File: config.mk
export PLATFORM = sky130hd
export DESIGN_NAME = rc_nrzi_unstuff
export DESIGN_NICKNAME = d
export VERILOG_FILES = /design/src/rtl/rc_pkg.sv /design/src/rtl/gen_dff.sv /design/src/rtl/rc_ones_counter.sv /design/src/rtl/rc_nrzi_unstuff.sv
export SDC_FILE = /design/constraint.sdc
export NUM_CORES = 1
export LEC_CHECK = 0
export BUFFER_PORTS_ARGS = -buffer_cell sky130_fd_sc_hd__buf_4
export CORE_ASPECT_RATIO = 0.8
export CORE_UTILIZATION = 53
export DETAILED_ROUTE_END_ITERATION = 10
export PLACE_DENSITY_LB_ADDON = 0.25
export SLEW_MARGIN = 25
export SYNTH_ARGS = -nofsm -noshare
export SYNTH_HDL_FRONTEND = slang
export SYNTH_SLANG_ARGS = --single-unit
File: constraint.sdc
create_clock -name clk -period 2.35 [get_ports clk]
set_input_delay 0.3525 -clock clk [delete_from_list [all_inputs] [get_ports clk]]
set_output_delay 0.3525 -clock clk [all_outputs]
set_load 0.02 [all_outputs]
File: src/rtl/rc_pkg.sv
// Shared types and constants for the rc_* receive path.
//   rc_state_t        : frame-level state of the NRZI decode / unstuff block
//   STUFF_LEN_DEFAULT : default number of decoded 1s that forces a stuffed 0
//   ones_cnt_w()      : width needed to hold a run-length count of 0..stuff_len
package rc_pkg;

    typedef enum logic [1:0] {
        IDLE   = 2'd0,
        ACTIVE = 2'd1,
        DRAIN  = 2'd2,
        DONE   = 2'd3
    } rc_state_t;

    localparam int STUFF_LEN_DEFAULT = 6;

    function automatic int ones_cnt_w(input int stuff_len);
        return $clog2(stuff_len + 1);
    endfunction

endpackage

File: src/rtl/gen_dff.sv
// Generic enabled register with an asynchronous reset value and a synchronous
// set value.
//   clk, rst_n : clock, asynchronous active-low reset (loads RST_VAL)
//   en         : load d
//   sync_set   : load SET_VAL; has priority over en
//   d, q       : data in / registered data out
module gen_dff #(
    parameter int           W       = 1,
    parameter logic [W-1:0] RST_VAL = '0,
    parameter logic [W-1:0] SET_VAL = '0
) (
    input  logic         clk,
    input  logic         rst_n,
    input  logic         en,
    input  logic         sync_set,
    input  logic [W-1:0] d,
    output logic [W-1:0] q
);

    always_ff @(posedge clk or negedge rst_n) begin
        if (!rst_n) begin
            q <= RST_VAL;
        end else if (sync_set) begin
            q <= SET_VAL;
        end else if (en) begin
            q <= d;
        end
    end

endmodule

File: src/rtl/rc_ones_counter.sv
// Run-length counter of consecutive decoded 1s for bit unstuffing.
//   clk, rst_n : clock, asynchronous active-low reset
//   clr        : restart the count (frame start)
//   en         : a decoded bit is being consumed this cycle
//   d          : the decoded bit
//   stuff_due  : STUFF_LEN ones have been seen; the current bit must be a 0
module rc_ones_counter
    import rc_pkg::*;
#(
    parameter int STUFF_LEN = STUFF_LEN_DEFAULT
) (
    input  logic clk,
    input  logic rst_n,
    input  logic clr,
    input  logic en,
    input  logic d,
    output logic stuff_due
);

    localparam int W = ones_cnt_w(STUFF_LEN);

    logic [W-1:0] cnt;

    assign stuff_due = (cnt == W'(STUFF_LEN));

    // NOTE: state registers use non-blocking assignments so every flop samples
    // pre-edge values regardless of process ordering.
    always_ff @(posedge clk or negedge rst_n) begin
        if (!rst_n) begin
            cnt <= '0;
        end else if (clr) begin
            cnt <= '0;
        end else if (en) begin
            // The owed bit (stuffed 0 or violation) always restarts the run.
            if (stuff_due || !d) begin
                cnt <= '0;
            end else begin
                cnt <= cnt + W'(1);
            end
        end
    end

endmodule

File: src/rtl/rc_nrzi_unstuff.sv
// NRZI decoder with bit unstuffing, between rc_dpdm and the packet deserializer.
//   clk, rst_n  : clock, asynchronous active-low reset
//   s_in        : raw NRZI line bit, qualified by bit_en
//   bit_en      : s_in carries a new bit this cycle
//   start_in    : one-cycle frame-start pulse
//   end_in      : one-cycle frame-end pulse
//   bit_out     : decoded, unstuffed data bit (valid with bit_valid)
//   bit_valid   : bit_out is valid this cycle
//   start_out   : one-cycle frame-start pulse to the deserializer
//   end_out     : one-cycle frame-end pulse
//   stuff_err   : one-cycle pulse on a stuffing violation
//   frame_err   : sticky error flag for the current frame
//   bit_count   : valid bits emitted this frame (saturating)
// All outputs are registered: one cycle after the sampling edge.
module rc_nrzi_unstuff
    import rc_pkg::*;
#(
    parameter int STUFF_LEN  = STUFF_LEN_DEFAULT,
    parameter bit STUFF_EN   = 1'b1,
    parameter bit IDLE_LEVEL = 1'b1,
    parameter int CNT_W      = 14
) (
    input  logic             clk,
    input  logic             rst_n,
    input  logic             s_in,
    input  logic             bit_en,
    input  logic             start_in,
    input  logic             end_in,
    output logic             bit_out,
    output logic             bit_valid,
    output logic             start_out,
    output logic             end_out,
    output logic             stuff_err,
    output logic             frame_err,
    output logic [CNT_W-1:0] bit_count
);

    rc_state_t state, state_nxt;

    logic prev;
    logic d;
    logic stuff_due;
    logic start_acc;   // frame start accepted this cycle
    logic bit_act;     // a line bit is consumed by the run-length counter
    logic emit;        // decoded bit goes out this cycle
    logic violation;   // a 1 arrived where a stuffed 0 was owed

    // No transition on the line means a 1.
    assign d = ~(s_in ^ prev);

    gen_dff #(
        .W       (1),
        .RST_VAL (IDLE_LEVEL),
        .SET_VAL (IDLE_LEVEL)
    ) u_prev (
        .clk      (clk),
        .rst_n    (rst_n),
        .en       (bit_en && (state == ACTIVE || state == DRAIN)),
        .sync_set (start_acc),
        .d        (s_in),
        .q        (prev)
    );

    rc_ones_counter #(
        .STUFF_LEN (STUFF_LEN)
    ) u_ones (
        .clk       (clk),
        .rst_n     (rst_n),
        .clr       (start_acc),
        .en        (bit_act),
        .d         (d),
        .stuff_due (stuff_due)
    );

    always_ff @(posedge clk or negedge rst_n) begin
        if (!rst_n) begin
            state <= IDLE;
        end else begin
            state <= state_nxt;
        end
    end

    // NOTE: every signal driven here gets a default first so no path leaves it
    // unassigned and no latch is inferred.
    always_comb begin
        state_nxt = state;
        start_acc = 1'b0;
        bit_act   = 1'b0;
        emit      = 1'b0;
        violation = 1'b0;
        case (state)
            IDLE: begin
                // start wins over a simultaneous end_in
                if (start_in) begin
                    start_acc = 1'b1;
                    state_nxt = ACTIVE;
                end
            end
            ACTIVE: begin
                bit_act = bit_en;
                if (bit_en) begin
                    if (STUFF_EN && stuff_due) begin
                        // d=0 is the stuffed bit and is silently dropped
                        violation = d;
                    end else begin
                        emit = 1'b1;
                    end
                end
                if (violation) begin
                    state_nxt = DRAIN;
                end
                // The bit of this cycle is already handled; end takes effect after it.
                if (end_in) begin
                    state_nxt = DONE;
                end
            end
            DRAIN: begin
                if (end_in) begin
                    state_nxt = DONE;
                end
            end
            DONE: begin
                state_nxt = IDLE;
            end
            default: begin
                state_nxt = IDLE;
            end
        endcase
    end

    always_ff @(posedge clk or negedge rst_n) begin
        if (!rst_n) begin
            bit_out   <= 1'b0;
            bit_valid <= 1'b0;
            start_out <= 1'b0;
            end_out   <= 1'b0;
            stuff_err <= 1'b0;
            frame_err <= 1'b0;
            bit_count <= '0;
        end else begin
            bit_out   <= emit & d;
            bit_valid <= emit;
            start_out <= start_acc;
            // DONE is only ever entered from ACTIVE or DRAIN, so this is a pulse.
            end_out   <= (state_nxt == DONE);
            stuff_err <= violation;
            if (start_acc) begin
                frame_err <= 1'b0;
                bit_count <= '0;
            end else begin
                if (violation) begin
                    frame_err <= 1'b1;
                end
                if (emit && (bit_count != '1)) begin
                    bit_count <= bit_count + CNT_W'(1);
                end
            end
        end
    end

endmodule

==> metrics.yaml, run 1 <==
clk_latency_ns: 0.33
drt_first_pass_iters: 4
grt_util_all_layers: 0.2378
die_x_um: 60.53
setup_viol: 0
fin_skew_ns: 0.006319
grt_pass1_vias: 1160
grt_first_pass_wirelength_um: 5361
finalHoldViolations: 0
combPwrFrac: 0.398
reg2reg_from: "state[1]"
hp-start: "s_in"
holdBufCountCts: 1
synth_edf_count: 0
core_mm2: 0.002522
cts_buffers: 3
fp.dieH_um: 48.83
fin_crit_sh: 0.8600
drv_slew: 0
crit_arrival_ns: 2.28
drc: 0
area_delta_synth_final_pct: 16.71
end_kind: "flip-flop"
synth_cells: 150
vias_per_cell: 6.042
clkPwrFrac: 0.151
drive_above_1_share: 0.2247
dp_hpwl_um: 2470
nNetsFinal: 192
gp_congestion: 0.8625
cts_tree: "built"
internal_power_uw: 782.2
syn_area_per_cell_um2: 9.684
initial_core_util: 0.5759
wl_per_cell_um: 15.46
async_flop_share: 1.000
status: "finished clean"
num_io_pins: 26
cts.repair.resized: 0
leakage_nw: 0.7478
yosysWarningCount: 0
antenna_found_initial: 0
cts.clk_slew.worst_paths_ns: 0.13
vdd_drop_max_mv: 0.5249
clock-root-buffer: "clkbuf_4"
grt_max_degree: 27
r2r_end: "bit_count[7]"
synthFlopType: "dfrtp_1"
power_density_mw_per_mm2: 764.6
yosysSeqAreaShare: 0.4488
tns_ns: 0
fin_area_mm2: 0.001695
p_sw_uw: 514.1
required_ns: 2.61
gr-total-overflow: 0
synth_seq_cells: 26
post-cts-setup-buffer-count: 0
drt_wl_total_um: 3308
dieArea_mm2: 0.002955
n_fill_cell: 218
synth_area_mm2: 0.001453
r2r_cells: 6
rsz0062_at_grt: "no"
slew_headroom: 0.6617
dr.first_iter.drc_count: 101
fmax_mhz: 494.8
h-tree-depth: 1
p_sw_frac: 0.3966
hold_class: "in -> reg"
synth_cell_types: 39
rows: 16
critPathKind: "reg -> reg"
rrSetupSlack_ns: 0.33
io_buffers: 25
ant_nets: 0
seq_power_share: 0.452
drv_cap: 0
worst-path-max-fanout: 12
syn_nets: 163
cp-start-kind: "flip-flop"
clk_path_buf_depth: 2
place_area_mm2: 0.001659
period_minus_slack_ns: 2.021
hold_depth: 3
clock_sinks: 26
vias: 1293
n_antenna_cell: 0
hold_end: "u_prev.q"
worstMarginPinSlew_ns: 0.5036
-- cell families (layout without fill, tap and decap cells) --
logic type | Yosys count | count (layout) | synth area share
compound gates | 32 | 32 | 0.1404
xor+xnor | 2 | 2 | 0.01206
fa+ha+maj | 7 | 7 | 0.06029
buf+inv | 10 | 38 | 0.04135
flops | 26 | 26 | 0.4488
mux | 1 | 1 | 0.006891
simple gates | 72 | 72 | 0.2903
-- worst max path at each step --
stage               slack, ns     start  cells past startpoint            to
floorplan                0.63  state[0]                      6       end_out
global placement         0.52  state[1]                      6  bit_count[7]
detailed placement       0.39  state[1]                      6  bit_count[7]
CTS                      0.35  state[1]                      6  bit_count[7]
global route             0.21  state[1]                      7  bit_count[8]
finish                   0.33  state[1]                      6  bit_count[7]
-- state kept, by name, indices dropped and copies added, names as in the netlist --
register,count
u_ones.cnt,3
start_out,1
frame_err,1
state,2
end_out,1
u_prev.q,1
bit_out,1
stuff_err,1
bit_valid,1
bit_count,14
-- cell usage after synthesis (all sizes together) (4+ instances only) --
library cell / n / area share
inv: 5 / 0.013
and2: 4 / 0.017
nor4: 5 / 0.032
nand3: 11 / 0.048
nand2: 15 / 0.040
nand4: 5 / 0.022
nor3: 12 / 0.041
nor2: 5 / 0.013
ha: 7 / 0.060
dfrtp: 25 / 0.43
a21oi: 11 / 0.038
o21ai: 8 / 0.028
-- layout by cell type, fill, tap and decap left out, drive strengths merged, types with 2 or more instances in the layout --
cell type   n
o31ai       3
nor3       12
ha          7
o21ai       8
nand2b      2
and3        3
and2        4
dfrtp      25
or4         3
or3         3
nand3      11
clkinv      2
clkbuf      4
o41ai       2
inv         5
nor2        5
nor4        5
nand2      15
buf        26
and4        2
a211oi      3
a21oi      11
nand4       5
-- per-stage QoR --
stage	setup slack (ns)	util	hold slack, ns	total power, mW	std cells
final	0.3289	0.6721	0.3194	1.296	214
after floorplan	0.6284	-	0.05691	0.9492	150
after global placement	0.5191	0.6577	0.2762	1.066	209
after detailed placement	0.3865	0.6577	0.2805	1.101	209
after global routing	0.2132	0.6721	0.3307	1.373	214
after CTS	0.3515	0.6721	0.3245	1.295	214
-- power by group through the flow --
stage               clock [mW]  combinational [mW]  sequential, mW
floorplan                    0               0.322           0.627
global placement             0               0.481           0.586
detailed placement           0               0.508           0.593
CTS                      0.200               0.512           0.583
global route             0.216               0.564           0.593
finish                   0.195               0.515           0.585
-- area by class of cell --
cell class | instances | area [um^2] | share of cell area
clock buffer | 4 | 26.28 | 0.01550
inverter | 7 | 26.28 | 0.01550
multi-input combinational | 114 | 740.7 | 0.4369
sequential | 26 | 651.9 | 0.3845
tap | 36 | 45.04 | 0.02657
timing repair buffer | 27 | 205.2 | 0.1210
-- routing by layer --
layer | vias up | share of wire | track usage
met5 | - | 0 | 0
met4 | 0 | 0.0067 | 0.04924
met3 | 4 | 0.058 | 0.05040
met2 | 46 | 0.47 | 0.3498
met1 | 624 | 0.47 | 0.3619
li1 | 619 | - | -
-- critical path, stage by stage (launching register included) --
cell and delay, ns:
dfrtp_1 0.44, inv_1 0.13, ha_1 0.20, and2_1 0.29
nand2_2 0.21, or4_1 0.54, a21oi_1 0.15
No activity file was read; power rests on OpenSTA's default activity.
==> run 2, diff against run 1 <==
--- a/config.mk
+++ b/config.mk
@@ -13,4 +13,5 @@
 export SLEW_MARGIN = 25
 export SYNTH_ARGS = -nofsm -noshare
 export SYNTH_HDL_FRONTEND = slang
+export SYNTH_HIERARCHICAL = 1
 export SYNTH_SLANG_ARGS = --single-unit
==> metrics.yaml, run 2 <==
antenna_found_initial: 0  # unchanged
largest_register_ffs: 14  # unchanged
synth_top_area_frac: 0.4444  # +0.01378
grt_max_degree: 27  # unchanged
async_flop_share: 1.000  # unchanged
cts.clk_slew.worst_paths_ns: 0.15  # +0.02 ns
drt_wl_total_um: 2979  # -9.9%
fmax_mhz: 451.3  # -8.8%
n_antenna_cell: 0  # unchanged
grt_first_pass_wirelength_um: 4650  # -13%
fp.dieH_um: 48.10  # -1.5%
drive_above_1_share: 0.2485  # +0.02380
path_cells: "inv_1 > ha_1 > nand2_1 > inv_1 > nand4b_2 > or3_4 > or4b_1 > o211a_1"
path_delay_family: "simple AND/OR/NAND/NOR gates"
finalHoldViolations: 0  # unchanged
die_x_um: 59.62  # -1.5%
drc: 0  # unchanged
drv_slew: 0  # unchanged
dp_hpwl_um: 2153  # -13%
period_minus_slack_ns: 2.216  # +0.1949 ns
synth_cells: 139  # -7.3%
initial_core_util: 0.5670  # -0.008857
tns_ns: 0  # unchanged
rows: 16  # unchanged
clk_path_buf_depth: 2  # unchanged
synth.most_common_cell: "dfrtp_1"
synthTopCellsByArea: "dfrtp_1 44%, ha_1 6.2%, nand2_1 3.2%"
end_kind: "flip-flop"
r2r_end: "bit_count[12]"
clk_latency_ns: 0.33  # about the same
gr-total-overflow: 0  # unchanged
r2r_cells: 8  # +2
hold_end: "u_prev/q"
leakage_nw: 0.8090  # +8.2%
num_io_pins: 26  # unchanged
crit_top_cell: "inv_1"
p_total_mw: 1.379  # +6.4%
clock_sinks: 26  # unchanged
clock-root-buffer: "clkbuf_4"
grt_util_all_layers: 0.2202  # -0.01758
drv_cap: 0  # unchanged
stdcell_count: 205  # -4.2%
place_area_mm2: 0.001652  # -0.45%
ant_nets: 0  # unchanged
reg2reg_from: "u_ones/cnt[0]"
synth_area_mm2: 0.001408  # -3.1%
slew_headroom: 0.6656  # +0.003917
drt_first_pass_iters: 4  # unchanged
critPathBufInv: 2  # +1
dr.first_iter.drc_count: 60  # -41%
gp_congestion: 0.7952  # -7.8%
biggestRegsByFlops: "bit_count (14), u_ones/cnt (3), state (2)"
h-tree-depth: 1  # unchanged
nNetsFinal: 183  # -4.7%
fin_crit_sh: 0.9430  # +0.08294
synth_edf_count: 0  # unchanged
vias: 1184  # -8.4%
crit_arrival_ns: 2.46  # +0.18 ns
grt_pass1_vias: 1057  # -8.9%
wl_per_cell_um: 14.53  # -6.0%
required_ns: 2.59  # -0.02 ns
cts_tree: "built"
worst-path-max-fanout: 4  # -8
critical_path.max_stage_delay_ns: 0.47  # -0.07 ns
hold_depth: 2  # -1
synth_cell_types: 44  # +13%
vdd_drop_max_mv: 0.4657  # -11%
area_delta_synth_final_pct: 20.98
cts_buffers: 3  # unchanged
power_density_mw_per_mm2: 809.9  # +5.9%
status: "finished clean"
fin_skew_ns: 0.007368  # +0.001049 ns
critPathKind: "reg -> reg"
final_common_cell: "buf_4"
rsz0062_at_grt: "no"
slowest_stage: "or4b_1"
syn_nets: 152  # -6.7%
worstMarginPinSlew_ns: 0.4993  # -0.004291 ns
synth_seq_cells: 26  # unchanged
syn_area_per_cell_um2: 10.13  # +4.6%
yosysWarningCount: 6  # +6
n_fill_cell: 210  # -3.7%
vias_per_cell: 5.776  # -4.4%
setup_viol: 0  # unchanged
rrSetupSlack_ns: 0.13  # -0.19 ns
cp-start-kind: "flip-flop"
io_buffers: 25  # unchanged
core_mm2: 0.002482  # -1.6%
yosysSeqAreaShare: 0.4631  # +0.01436
dieArea_mm2: 0.002867  # -3.0%
hold_class: "in -> reg"
layout_common_cells: "29 x buf_4, 25 x dfrtp_1, 12 x nand2_1, 8 x inv_1, 8 x a21oi_1"
synthFlopType: "dfrtp_1"
hp-start: "s_in"
regMostFlops: "bit_count"
fin_area_mm2: 0.001703  # +0.44%
yosys.area.top_type: "dfrtp_1"
synth_top_cells_by_count: "25 x dfrtp_1, 12 x nand2_1, 9 x inv_1"
place_inst: 200  # -4.3%
## run 2: cell type report
class                           count  area, um^2  share of cell area
Multi-Input combinational cell    100       708.2              0.4159
Inverter                            9       33.78             0.01984
Timing Repair Buffer               30       227.7              0.1337
Tap cell                           36       45.04             0.02645
Clock buffer                        4       36.28             0.02131
Sequential cell                    26       651.9              0.3828
## run 2: logic make-up after synthesis
group           count (synthesis)  synth area share
flops                          26            0.4631
simple gates                   50            0.2169
buf+inv                        13           0.03733
xor+xnor                        2           0.01245
compound gates                 41            0.2080
fa+ha+maj                       7           0.06222
## run 2: through the flow
step	setup slack, ns	hold slack (ns)	util
detailed placement	0.1549	0.2838	0.6653
floorplan	0.2781	0.05691	-
finish	0.1340	0.2409	0.6860
global placement	0.2315	0.2730	0.6653
global route	0.03272	0.2425	0.6860
CTS	0.1303	0.2372	0.6840
## run 2: routing by layer
metal | vias to the layer above | share of wire | global-route usage
met3 | 2 | 0.040 | 0.04775
li1 | 589 | - | -
met2 | 24 | 0.49 | 0.3888
met5 | - | 0 | 0
met1 | 569 | 0.47 | 0.2936
met4 | 0 | 0.0030 | 0.02791
## run 2: power breakdown
group          switching, mW  internal (mW)
Sequential            0.0716          0.532
Clock                  0.138         0.0950
Combinational          0.309          0.233
Total                  0.519          0.860
## run 2: timing repair
action,in CTS,in global routing
endpoints found under the hold margin,25,0
hold buffers,1,0
gates resized for setup,0,2
endpoints found under the setup margin,0,3
setup buffers,0,0
## run 2: worst max-delay path by stage
| stage | from | to | slack (ns) | cells after the start |
|---|---|---|---|---|
| 6_report | u_ones/cnt[0] | bit_count[12] | 0.13 | 8 |
| 5_1_grt | u_ones/cnt[0] | bit_count[12] | 0.03 | 8 |
| 4_1_cts | state[1] | bit_count[13] | 0.13 | 9 |
| 3_5_place_dp | u_ones/cnt[0] | bit_count[12] | 0.15 | 8 |
| 3_3_place_gp | state[1] | bit_count[13] | 0.23 | 9 |
| 2_1_floorplan | u_ones/cnt[0] | bit_count[12] | 0.28 | 8 |
==> run 3, diff against run 2 <==
--- a/config.mk
+++ b/config.mk
@@ -6,12 +6,13 @@
 export NUM_CORES = 1
 export LEC_CHECK = 0
 export BUFFER_PORTS_ARGS = -buffer_cell sky130_fd_sc_hd__buf_4
+export CELL_PAD_IN_SITES_DETAIL_PLACEMENT = 0
+export CELL_PAD_IN_SITES_GLOBAL_PLACEMENT = 1
 export CORE_ASPECT_RATIO = 0.8
-export CORE_UTILIZATION = 53
+export CORE_UTILIZATION = 42
 export DETAILED_ROUTE_END_ITERATION = 10
 export PLACE_DENSITY_LB_ADDON = 0.25
 export SLEW_MARGIN = 25
 export SYNTH_ARGS = -nofsm -noshare
 export SYNTH_HDL_FRONTEND = slang
-export SYNTH_HIERARCHICAL = 1
 export SYNTH_SLANG_ARGS = --single-unit
==> metrics.yaml, run 3 (same netlist as run 1, synthesis figures left out) <==
vias: 1301  # +9.9%
clock_sinks: 26  # unchanged
die_x_um: 67.75  # +14%
drive_above_1_share: 0.2291  # -0.01947
biggestRegsByFlops: "bit_count (14), u_ones.cnt (3), state (2)"
vias_per_cell: 5.941  # +2.9%
gp_congestion: 0.8047  # +1.2%
fin_skew_ns: 0.002907  # -0.004461 ns
r2r_end: "bit_count[7]"
rrSetupSlack_ns: 0.27  # +0.14 ns
cp.depth: 6  # -2
critPathBufInv: 1  # -1
status: "finished clean"
drv_slew: 0  # unchanged
worstMarginPinSlew_ns: 0.5580  # +0.05870 ns
r2r_cells: 6  # -2
required_ns: 2.54  # -0.05 ns
cp-start-kind: "flip-flop"
clock-root-buffer: "clkbuf_8"
initial_core_util: 0.4542  # -0.1128
antenna_found_initial: 0  # unchanged
core_mm2: 0.003198  # +29%
startpoint: "state[1]"
grt_max_degree: 27  # unchanged
grt_util_all_layers: 0.2107  # -0.009531
grt_pass1_vias: 1156  # +9.4%
cts_buffers: 3  # unchanged
slowest_stage: "or4_1"
fin_crit_sh: 0.8831  # -0.05989
drc: 0  # unchanged
worst-path-max-fanout: 12  # +8
cts.repair.resized: 0  # unchanged
slew_headroom: 0.6257  # -0.03991
power_density_mw_per_mm2: 795.9  # -1.7%
io_buffers: 25  # unchanged
setup_viol: 0  # unchanged
leakage_nw: 0.7600  # -6.1%
cp-endpoint: "bit_count[7]"
drt_wl_total_um: 3591  # +21%
tns_ns: 0  # unchanged
largest_register_ffs: 14  # unchanged
ant_nets: 0  # unchanged
crit_arrival_ns: 2.27  # -0.19 ns
dieArea_mm2: 0.003699  # +29%
place_area_mm2: 0.001672  # +1.2%
rsz0062_at_grt: "no"
finalHoldViolations: 0  # unchanged
cts_tree: "built"
fin_area_mm2: 0.001727  # +1.4%
regMostFlops: "bit_count"
hold_class: "in -> reg"
end_kind: "flip-flop"
num_io_pins: 26  # unchanged
period_minus_slack_ns: 2.075  # -0.1407 ns
grt_first_pass_wirelength_um: 5575  # +20%
cts.clk_slew.worst_paths_ns: 0.09  # -0.06 ns
fmax_mhz: 481.9  # +6.8%
critPathKind: "reg -> reg"
wl_per_cell_um: 16.40  # +13%
holdBufCountCts: 1  # unchanged
layout_common_cells: "27 x buf_4, 25 x dfrtp_1, 14 x nand2_1, 12 x nor3_1, 11 x a21oi_1"
area_delta_synth_final_pct: 18.86
final_common_cell: "buf_4"
h-tree-depth: 1  # unchanged
dp_hpwl_um: 2696  # +25%
clk_latency_ns: 0.27  # -0.06 ns
nNetsFinal: 193  # +5.5%
path_delay_family: "simple AND/OR/NAND/NOR gates"
clk_path_buf_depth: 2  # unchanged
vdd_drop_max_mv: 0.3843  # -17%
path_cells: "inv_1 > ha_1 > and2_1 > nand2_2 > or4_1 > a21oi_1"
fp.dieH_um: 54.60  # +14%
drt_first_pass_iters: 4  # unchanged
rows: 18  # +2
n_antenna_cell: 0  # unchanged
drv_cap: 0  # unchanged
critical_path.max_stage_delay_ns: 0.55  # +0.08 ns
reg2reg_from: "state[1]"
post-cts-setup-buffer-count: 0  # unchanged
n_fill_cell: 302  # +44%
gr-total-overflow: 0  # unchanged
dr.first_iter.drc_count: 68  # +13%
run 3: routing by layer:
layer,GRT usage,part of all wire,up-vias
li1,-,-,619
met1,0.2740,0.47,625
met2,0.3383,0.46,46
met3,0.06042,0.053,11
met4,0.06738,0.017,0
met5,0,0,-
run 3: how the worst min path moves through the flow:
stage	start	end	slack, ns	cells after the start
floorplan	rst_n	bit_count[0]	0.06	0
global placement	rst_n	stuff_err	0.28	1
detailed placement	rst_n	stuff_err	0.28	1
CTS	s_in	u_prev.q	0.36	3
global route	end_in	state[1]	0.37	2
finish	s_in	u_prev.q	0.36	3
run 3: layout make-up:
type                            count  area (um^2)  share of cell area
Clock buffer                        4        45.04             0.02609
Inverter                            7        26.28             0.01522
Multi-Input combinational cell    114        740.7              0.4290
Sequential cell                    26        651.9              0.3775
Tap cell                           40        50.05             0.02899
Timing Repair Buffer               28        212.7              0.1232
run 3: report_power, final:
group / internal, mW / switching, mW
logic: 0.196 / 0.334
registers: 0.526 / 0.0584
clock network: 0.122 / 0.138
total: 0.844 / 0.530
run 3: tightest hold or removal path, cell delays in order:
cell	delay [ns]
buf_4	0.12
nand3_1	0.08
nand3_1	0.08
run 3: through the flow:
stage                     setup slack (ns)  instances    util  hold slack [ns]  power [mW]
after floorplan                     0.6284        150       -          0.05691      0.9492
after global placement              0.5088        214  0.5227           0.2802       1.082
after detailed placement            0.3613        214  0.5227           0.2786       1.115
after CTS                           0.3161        219  0.5399           0.3588       1.374
after global routing                0.1896        219  0.5399           0.3748       1.462
final                               0.2748        219  0.5399           0.3606       1.374
